===== src/rtl/clock_set_ctrl.sv =====
// Mode/set controller for the hh:mm:ss counter chain: key debounce, RUN/SET FSM,
// increment/clear strobes, timeout and blink mask. Optional auto-repeat under CLOCK_SET_REPEAT_EN.
module clock_set_ctrl #(
  parameter logic [15:0] DEB_CYCLES    = 16'd1000,
  parameter logic [7:0]  BLINK_TICKS   = 8'd1,
  parameter logic [7:0]  TIMEOUT_TICKS = 8'd30
`ifdef CLOCK_SET_REPEAT_EN
  , parameter logic [7:0] REPEAT_DELAY = 8'd2
`endif
) (
  input  logic       clock,
  input  logic       reset,
  input  logic       key_mode,
  input  logic       key_add,
  input  logic       tick,
  output logic       clock_run,
  output logic       inc_hour,
  output logic       inc_min,
  output logic       clr_sec,
  output logic [1:0] mode,
  output logic [2:0] blink_mask
);

  typedef enum logic [1:0] {
    RUN      = 2'd0,
    SET_HOUR = 2'd1,
    SET_MIN  = 2'd2,
    SET_SEC  = 2'd3
  } state_t;

  // Key path, index 0 = mode key, index 1 = add key.
  logic [1:0]  sync1, sync2, deb, armed, key_press;
  logic [1:0]  vld;
  logic [15:0] deb_cnt [2];

  always_ff @(posedge clock or posedge reset) begin
    if (reset) begin
      sync1 <= '0;
      sync2 <= '0;
      deb   <= '0;
      armed <= '0;
      vld   <= '0;
      // NOTE: the counter array is a pair of flops, not a RAM, so resetting every entry is cheap and required.
      for (int k = 0; k < 2; k++) deb_cnt[k] <= '0;
    end else begin
      // NOTE: non-blocking assignments keep sync1 -> sync2 a true two-stage pipeline.
      sync1 <= {key_add, key_mode};
      sync2 <= sync1;
      vld   <= {vld[0], 1'b1};
      for (int k = 0; k < 2; k++) begin
        if (deb_cnt[k] == DEB_CYCLES) begin
          deb[k]     <= sync2[k];
          deb_cnt[k] <= '0;
        end else if (sync2[k] != deb[k]) begin
          deb_cnt[k] <= deb_cnt[k] + 16'd1;
        end else begin
          deb_cnt[k] <= '0;
        end
        // A key held through reset stays unarmed until it has been seen released.
        if (vld[1] && !sync2[k]) armed[k] <= 1'b1;
      end
    end
  end

  always_comb begin
    for (int k = 0; k < 2; k++)
      key_press[k] = armed[k] && (deb_cnt[k] == DEB_CYCLES) && sync2[k] && !deb[k];
  end

  // Control FSM and its registered outputs.
  state_t     state, state_nx;
  logic [7:0] to_cnt, to_cnt_nx, blink_cnt, blink_cnt_nx;
  logic       blink_phase, blink_phase_nx;
  logic       inc_hour_nx, inc_min_nx, clr_sec_nx;
  logic [2:0] mask_nx;
  logic       add_fire, kick;
`ifdef CLOCK_SET_REPEAT_EN
  logic [7:0] rep_cnt, rep_cnt_nx;
  logic       rep_fire;
`endif

  always_comb begin
    // NOTE: every output of this block gets a default first so no latch is inferred.
    state_nx       = state;
    to_cnt_nx      = to_cnt;
    blink_cnt_nx   = blink_cnt;
    blink_phase_nx = blink_phase;
    inc_hour_nx    = 1'b0;
    inc_min_nx     = 1'b0;
    clr_sec_nx     = 1'b0;
    add_fire       = key_press[1];
    kick           = key_press[0] | key_press[1];
`ifdef CLOCK_SET_REPEAT_EN
    rep_cnt_nx = rep_cnt;
    rep_fire   = 1'b0;
    if (!deb[1] || key_press[1] || !(state == SET_HOUR || state == SET_MIN)) begin
      rep_cnt_nx = '0;
    end else if (tick) begin
      if (rep_cnt >= REPEAT_DELAY) rep_fire = 1'b1;
      else rep_cnt_nx = rep_cnt + 8'd1;
    end
    add_fire = key_press[1] | rep_fire;
    kick     = kick | rep_fire;
`endif

    // Timeout beats any key activity on the same cycle; a mode press beats an add press.
    if (state != RUN && to_cnt == TIMEOUT_TICKS) begin
      state_nx = RUN;
    end else if (key_press[0]) begin
      state_nx = state_t'(state + 2'd1);
    end else if (add_fire) begin
      case (state)
        SET_HOUR: inc_hour_nx = 1'b1;
        SET_MIN:  inc_min_nx  = 1'b1;
        SET_SEC:  clr_sec_nx  = 1'b1;
        default:  ;
      endcase
    end

    if (state_nx != state || state == RUN || kick) to_cnt_nx = '0;
    else if (tick) to_cnt_nx = to_cnt + 8'd1;

    if (state_nx != state && state_nx != RUN) begin
      blink_phase_nx = 1'b1;
      blink_cnt_nx   = '0;
    end else if (tick) begin
      if (blink_cnt >= BLINK_TICKS - 8'd1) begin
        blink_phase_nx = ~blink_phase;
        blink_cnt_nx   = '0;
      end else begin
        blink_cnt_nx = blink_cnt + 8'd1;
      end
    end

`ifdef CLOCK_SET_REPEAT_EN
    if (state_nx != state) rep_cnt_nx = '0;
`endif

    case (state_nx)
      SET_HOUR: mask_nx = {blink_phase_nx, 2'b11};
      SET_MIN:  mask_nx = {1'b1, blink_phase_nx, 1'b1};
      SET_SEC:  mask_nx = {2'b11, blink_phase_nx};
      default:  mask_nx = 3'b111;
    endcase
  end

  always_ff @(posedge clock or posedge reset) begin
    if (reset) begin
      state       <= RUN;
      to_cnt      <= '0;
      blink_cnt   <= '0;
      blink_phase <= 1'b1;
      clock_run   <= 1'b1;
      inc_hour    <= 1'b0;
      inc_min     <= 1'b0;
      clr_sec     <= 1'b0;
      blink_mask  <= 3'b111;
`ifdef CLOCK_SET_REPEAT_EN
      rep_cnt     <= '0;
`endif
    end else begin
      state       <= state_nx;
      to_cnt      <= to_cnt_nx;
      blink_cnt   <= blink_cnt_nx;
      blink_phase <= blink_phase_nx;
      clock_run   <= (state_nx == RUN);
      inc_hour    <= inc_hour_nx;
      inc_min     <= inc_min_nx;
      clr_sec     <= clr_sec_nx;
      blink_mask  <= mask_nx;
`ifdef CLOCK_SET_REPEAT_EN
      rep_cnt     <= rep_cnt_nx;
`endif
    end
  end

  assign mode = state;

endmodule


===== config.mk =====
export PLATFORM = sky130hd
export DESIGN_NAME = clock_set_ctrl
export DESIGN_NICKNAME = d
export VERILOG_FILES = /design/src/rtl/clock_set_ctrl.sv
export SDC_FILE = /design/constraint.sdc
export NUM_CORES = 1
export LEC_CHECK = 0
export BUFFER_PORTS_ARGS = -buffer_cell sky130_fd_sc_hd__buf_2
export CAP_MARGIN = 15
export CELL_PAD_IN_SITES_DETAIL_PLACEMENT = 1
export CELL_PAD_IN_SITES_GLOBAL_PLACEMENT = 1
export CORE_MARGIN = 5
export CORE_UTILIZATION = 35
export CTS_BUF_LIST = sky130_fd_sc_hd__clkbuf_16
export DETAILED_ROUTE_END_ITERATION = 7
export GPL_TIMING_DRIVEN = 1
export PLACE_DENSITY = 0.68
export SYNTH_ARGS = -nofsm -noshare
export SYNTH_HDL_FRONTEND = slang
export SYNTH_SLANG_ARGS = --single-unit

===== constraint.sdc =====
create_clock -name clock -period 2.7 [get_ports clock]
set_input_delay 0.27 -clock clock [delete_from_list [all_inputs] [get_ports clock]]
set_output_delay 0.27 -clock clock [all_outputs]
set_load 0.01 [all_outputs]

## Word-level counts from Yosys, hierarchy flattened

Index checks and enable logic that the tools add are counted.

- Flip-flop bits (word level): 68
- Bits in latches: 0
- RAM bits: 0
- Memory bits (read-only): 0
- Input bits: 5
- Output and inout port bits: 9
- Word-level logic and storage cells: 87
- Memories kept: 0

- $add $sub $neg: 5
- Multiply operators: 0
- Div/mod/pow operators: 0
- $lt $le $gt $ge: 1
- Eq/ne operators: 12
- Shifts and indexed selects: 0
- Mux-type cells: 27
- Bitwise operators: 2
- Reductions and logical operators: 22

Operators by type and width:

| kind | count |
|---|---|
| 2-to-1 mux 16 bit | 4 |
| 2-to-1 mux 8 bit | 5 |
| adder 16 x 1 -> 16 bit, second input constant | 2 |
| equality test 16 x 10 -> 1 bit, second input constant | 2 |
| adder 8 x 1 -> 8 bit, second input constant | 2 |
| 2-to-1 mux 1 bit | 15 |
| logical AND 1 bit | 10 |
| case mux 3 bit (3 select lines) | 1 |
| equality test 2 bit, second input constant | 4 |
| equality test 8 x 5 -> 1 bit, second input constant | 1 |
| >= comparator 8 x 1 -> 1 bit, second input constant | 1 |
| nonzero test 2 bit | 4 |
| equality test 2 x 1 -> 1 bit, second input constant | 2 |
| zero test 1 bit | 4 |
| zero test 2 bit | 2 |
| 2-to-1 mux 2 bit | 2 |
| adder 2 x 1 -> 2 bit, second input constant | 1 |
| logical OR 1 bit | 2 |
| != test 1 bit | 2 |
| != test 2 bit | 1 |
| NOT 1 bit | 1 |
| OR 1 bit | 1 |

## Logic depth before layout (Yosys ltp)

- Depth in word-level cells: 10
- Depth in mapped cells: 7
- Depth with buffers taken out: 6

## Worst setup path after synthesis

No wires, ideal clock.

- Kind: flip-flop to flip-flop
- From: register deb_cnt[10] (netlist bit)
- To: register to_cnt[1]
- Library setup time: 0.148 ns
- Arrival time: 1.792 ns
- Required time: 2.552 ns
- Path slack: 0.760 ns
- Stages on the path, launching flop included: 5
- Path buffers: 0
- Period minus slack after synthesis: 1.940 ns
- Path through: dfrtp_1 or4b_1 or4_4 o21ai_4 a2111oi_1

- Cells in the longest elaborated chain, start to end: 7
- Elaborated cells between the ends (all ways): 8
- Those cells by class: eq/ne (1); mux (1); bitwise (1); reduce/logical (5)

Ends and longest elaborated chain:

| what | RTL line | text |
|---|---|---|
| from (decl) | 34 | `logic [15:0] deb_cnt [2];` |
| from (signal, indexed assignment) | 55 | `deb_cnt[k] <= deb_cnt[k] + 16'd1;` |
| equality test 16 x 10 -> 1 bit (*) | 67 | `key_press[k] = armed[k] && (deb_cnt[k] == DEB_CYCLES) && sync2[k] && !deb[k];` |
| logical AND 1 bit (*) (3 in series) | 67 |  |
| OR 1 bit (*) | 92 | `kick = key_press[0] \| key_press[1];` |
| logical OR 1 bit (*) | 120 | `if (state_nx != state \|\| state == RUN \|\| kick) to_cnt_nx = '0;` |
| 2-to-1 mux 8 bit or nonzero test 2 bit (tied branches) | -- |  |
| to (signal assigned) | 163 | `to_cnt <= to_cnt_nx;` |
| to (decl) | 72 | `logic [7:0] to_cnt, to_cnt_nx, blink_cnt, blink_cnt_nx;` |

Every way passes the cells marked *; elsewhere a longest branch is shown, timed or not.
A chain may end at the register's enable or synchronous reset.

## Worst setup path after layout

Same ends and word-level chain as after synthesis.

==> metrics.txt <==
Iter 0 DRT Violations 75; RSZ-0062 raised after global routing no; post-synthesis mux area share 0%; top cell type's share of synthesized area 48.0%; Static Leak 0.00145 µW; Worst Skew between 0.006 and 0.007 ns; synth unique cells 38; internal cell power between 1500 and 2000 µW; TritonCTS Sinks 60; post-synth top area cell dfrtp_1; WL/cell 15.0 µm; critical path data required time just under 3 ns; post-synth design cell area 2870 µm²; Peak Freq 485 MHz; Initial Utilization 35.4%; Setup TNS Final 0 ns; port bufs 13; final WL just over 6 mm; final count of hold timing violations 0; Pwr Density 684 nW/µm²; pre-CTS setup slack 0.656 ns; ys flop type dfrtp_1; Tmin final 2.06 ns; number of synthesized register bits 60; CP startpoint kind flip-flop; syn avg cell area 10.4 µm²; crit path DAT between 2 and 2.5 ns; Setup Viol. Count Final 0; IO Pins 14; Post CTS Setup Buffer Count 0; largest net degree at the start of global routing 22; dominant cells by area after synthesis dfrtp_1 48%, xor2_1 7.6%, dfstp_2 4.6%, ha_1 4.4%, nor2_1 3.9%; Die W 101 µm; # DRC 0; count leader, synth dfrtp_1; nets 308; Seq pwr share between 40% and 50%; slew margin rel. about 65%; hold crit path type in2reg; layout cells sized above 1 13.4%; syn_nets 290; clock latency on the worst-skew pair 0.32 ns; worst setup margin about 0.64 ns; P&R area growth vs syn 18.0%; die height 101 µm; Max FO, Critical Path 8; initial antenna violation count 0; number of flops mapped to enable cells by yosys 0; global placement routability congestion around 0.74; FF-to-FF setup slack 0.64 ns; CTS clock-pin slew for the worst setup and hold paths 0.05 ns; largest family of logic cells by synthesized area simple AND/OR/NAND/NOR gates; Clock Tree Root clkbuf_16; dpl hpwl just over 4 mm; Slew @ Worst Pin roughly 0.53 ns; clock power share 55.5%; H-tree depth 3; Critical Setup Path Class reg2reg; xor/xnor share of the synthesized area 10.1%; row count 33; # diodes 0; Compound-Gate Fraction of Synth Area 5.28%; CTS buffer count 9; Overall Global Routing Usage 13.2%; maximum VDD drop 0.000344 V; CP Capture Type flip-flop; Net Sw Power 471 µW; Post-synth top cells 55 x dfrtp_1, 30 x nor2_1, 25 x xor2_1; first drt pass iteration count 4; CTS tree done; Die ar. 10100 µm²; Slew Viols, Final 0; post-synthesis sequential area ratio 52.6%; first-pass GRT wire length 10.4 mm; Synth async-reset ratio 100%; core area 8090 µm²; status complete, no violations; Clock Tree Buf Depth 2; vias 2040; part of the power in combinational logic 3.9%; Post-Synth Simple-Gate Area 24.7%; period utilisation layout 76.4%; Overall Power around 2300 µW; YS warnings 0; max cap viols 0; grt ovf 0; post-synthesis adder-cell area fraction about 4.4%; DRT antenna net count 0; number of global-route vias before repair 2141; post-synthesis cell count 275; sw frac 20.4%; drt via density 5.06
==> power by group through the flow <==
stage	Combinational, µW	Clock [µW]	Sequential [µW]
floorplan	65.3	0	952
global placement	88.2	0	955
detailed placement	91.7	0	957
CTS	94.2	1310	941
global route	104	1350	943
finish	89.4	1290	941
==> per-layer routing <==
| metal | vias to the layer above | global-route usage [%] | wire length [µm] |
|---|---|---|---|
| met1 | 1021 | 17.4 | 2980 |
| li1 | 997 | - | - |
| met2 | 16 | 20.4 | 2840 |
| met3 | 6 | 3.81 | 167 |
| met4 | 0 | 5.28 | 74 |
| met5 | - | 0 | 0 |
==> cell families after synthesis <==
| family | count (synthesis) |
|---|---|
| AND/OR/NAND/NOR | 128 |
| flip-flops | 60 |
| XOR/XNOR | 33 |
| AO/OA/AOI/OAI | 23 |
| buffers and inverters | 20 |
| adder cells (fa/ha/maj) | 10 |
| other | 1 |
==> what timing repair did <==
item / in CTS / in global routing
gates resized for setup: 0 / 0
hold endpoints to repair: 16 / 0
hold buffers: 1 / 0
==> metrics by stage <==
stage	utilization (%)	std cells	hold slack [ns]	area [µm²]
6_report	41.8	403	0.0489	3380
2_1_floorplan	-	275	0.301	2870
4_1_cts	41.8	403	0.0420	3380
3_3_place_gp	37.6	386	0.301	3040
3_5_place_dp	37.6	386	0.306	3040
5_1_grt	41.8	403	0.0399	3380
==> sequential cells by signal, summed over array words and instances, names as in the netlist <==
signal       count
deb_cnt         32
to_cnt           8
blink_mask       3
armed            2
deb              2
mode             2
sync1            2
sync2            2
vld              2
blink_phase      1
clock_run        1
clr_sec          1
inc_hour         1
inc_min          1
==> final cells by class <==
type,instances,area [µm²]
fill,900,4710
inverter,10,37.5
multi-input combinational,195,1280
sequential,60,1510
timing repair buffer,17,97.6
tap,105,131
clock inverter,7,106
clock buffer,9,225
==> worst max-delay path: stages, from the launching register on <==
cell and delay [ns]:
dfrtp_1 0.42, or4b_1 0.57, or4_4 0.59, o21ai_4 0.26, a2111oi_1 0.09
==> cells in the final DEF, fill, tap and decap left out, types with 5 or more instances in the layout <==
cell type / Yosys / final
nor3_1: 10 / 10
clkbuf_16: 0 / 9
xor2_1: 25 / 25
o21ai_0: 8 / 8
nor2_1: 30 / 30
dfrtp_1: 55 / 55
inv_1: 10 / 10
buf_2: 0 / 13
or3_1: 8 / 8
a21oi_1: 5 / 5
nand3_1: 16 / 16
and3_1: 5 / 5
nand2_1: 14 / 14
dfstp_2: 5 / 5
ha_1: 10 / 10
nand4_1: 16 / 16
xnor2_1: 8 / 8
==> worst paths after layout <==
kind / startpoint / end / cells after the start
worst max-delay path: deb_cnt[10] / to_cnt[1] / 4
worst min-delay path: key_mode / sync1[0] / 1
worst max register to register: deb_cnt[10] / to_cnt[1] / 4
worst min register to register: vld[0] / vld[1] / 0
max in group asynchronous: reset / clock_run / 4
min in group asynchronous: reset / deb_cnt[18] / 3
Note: power is estimated with default switching activity, not from simulation.
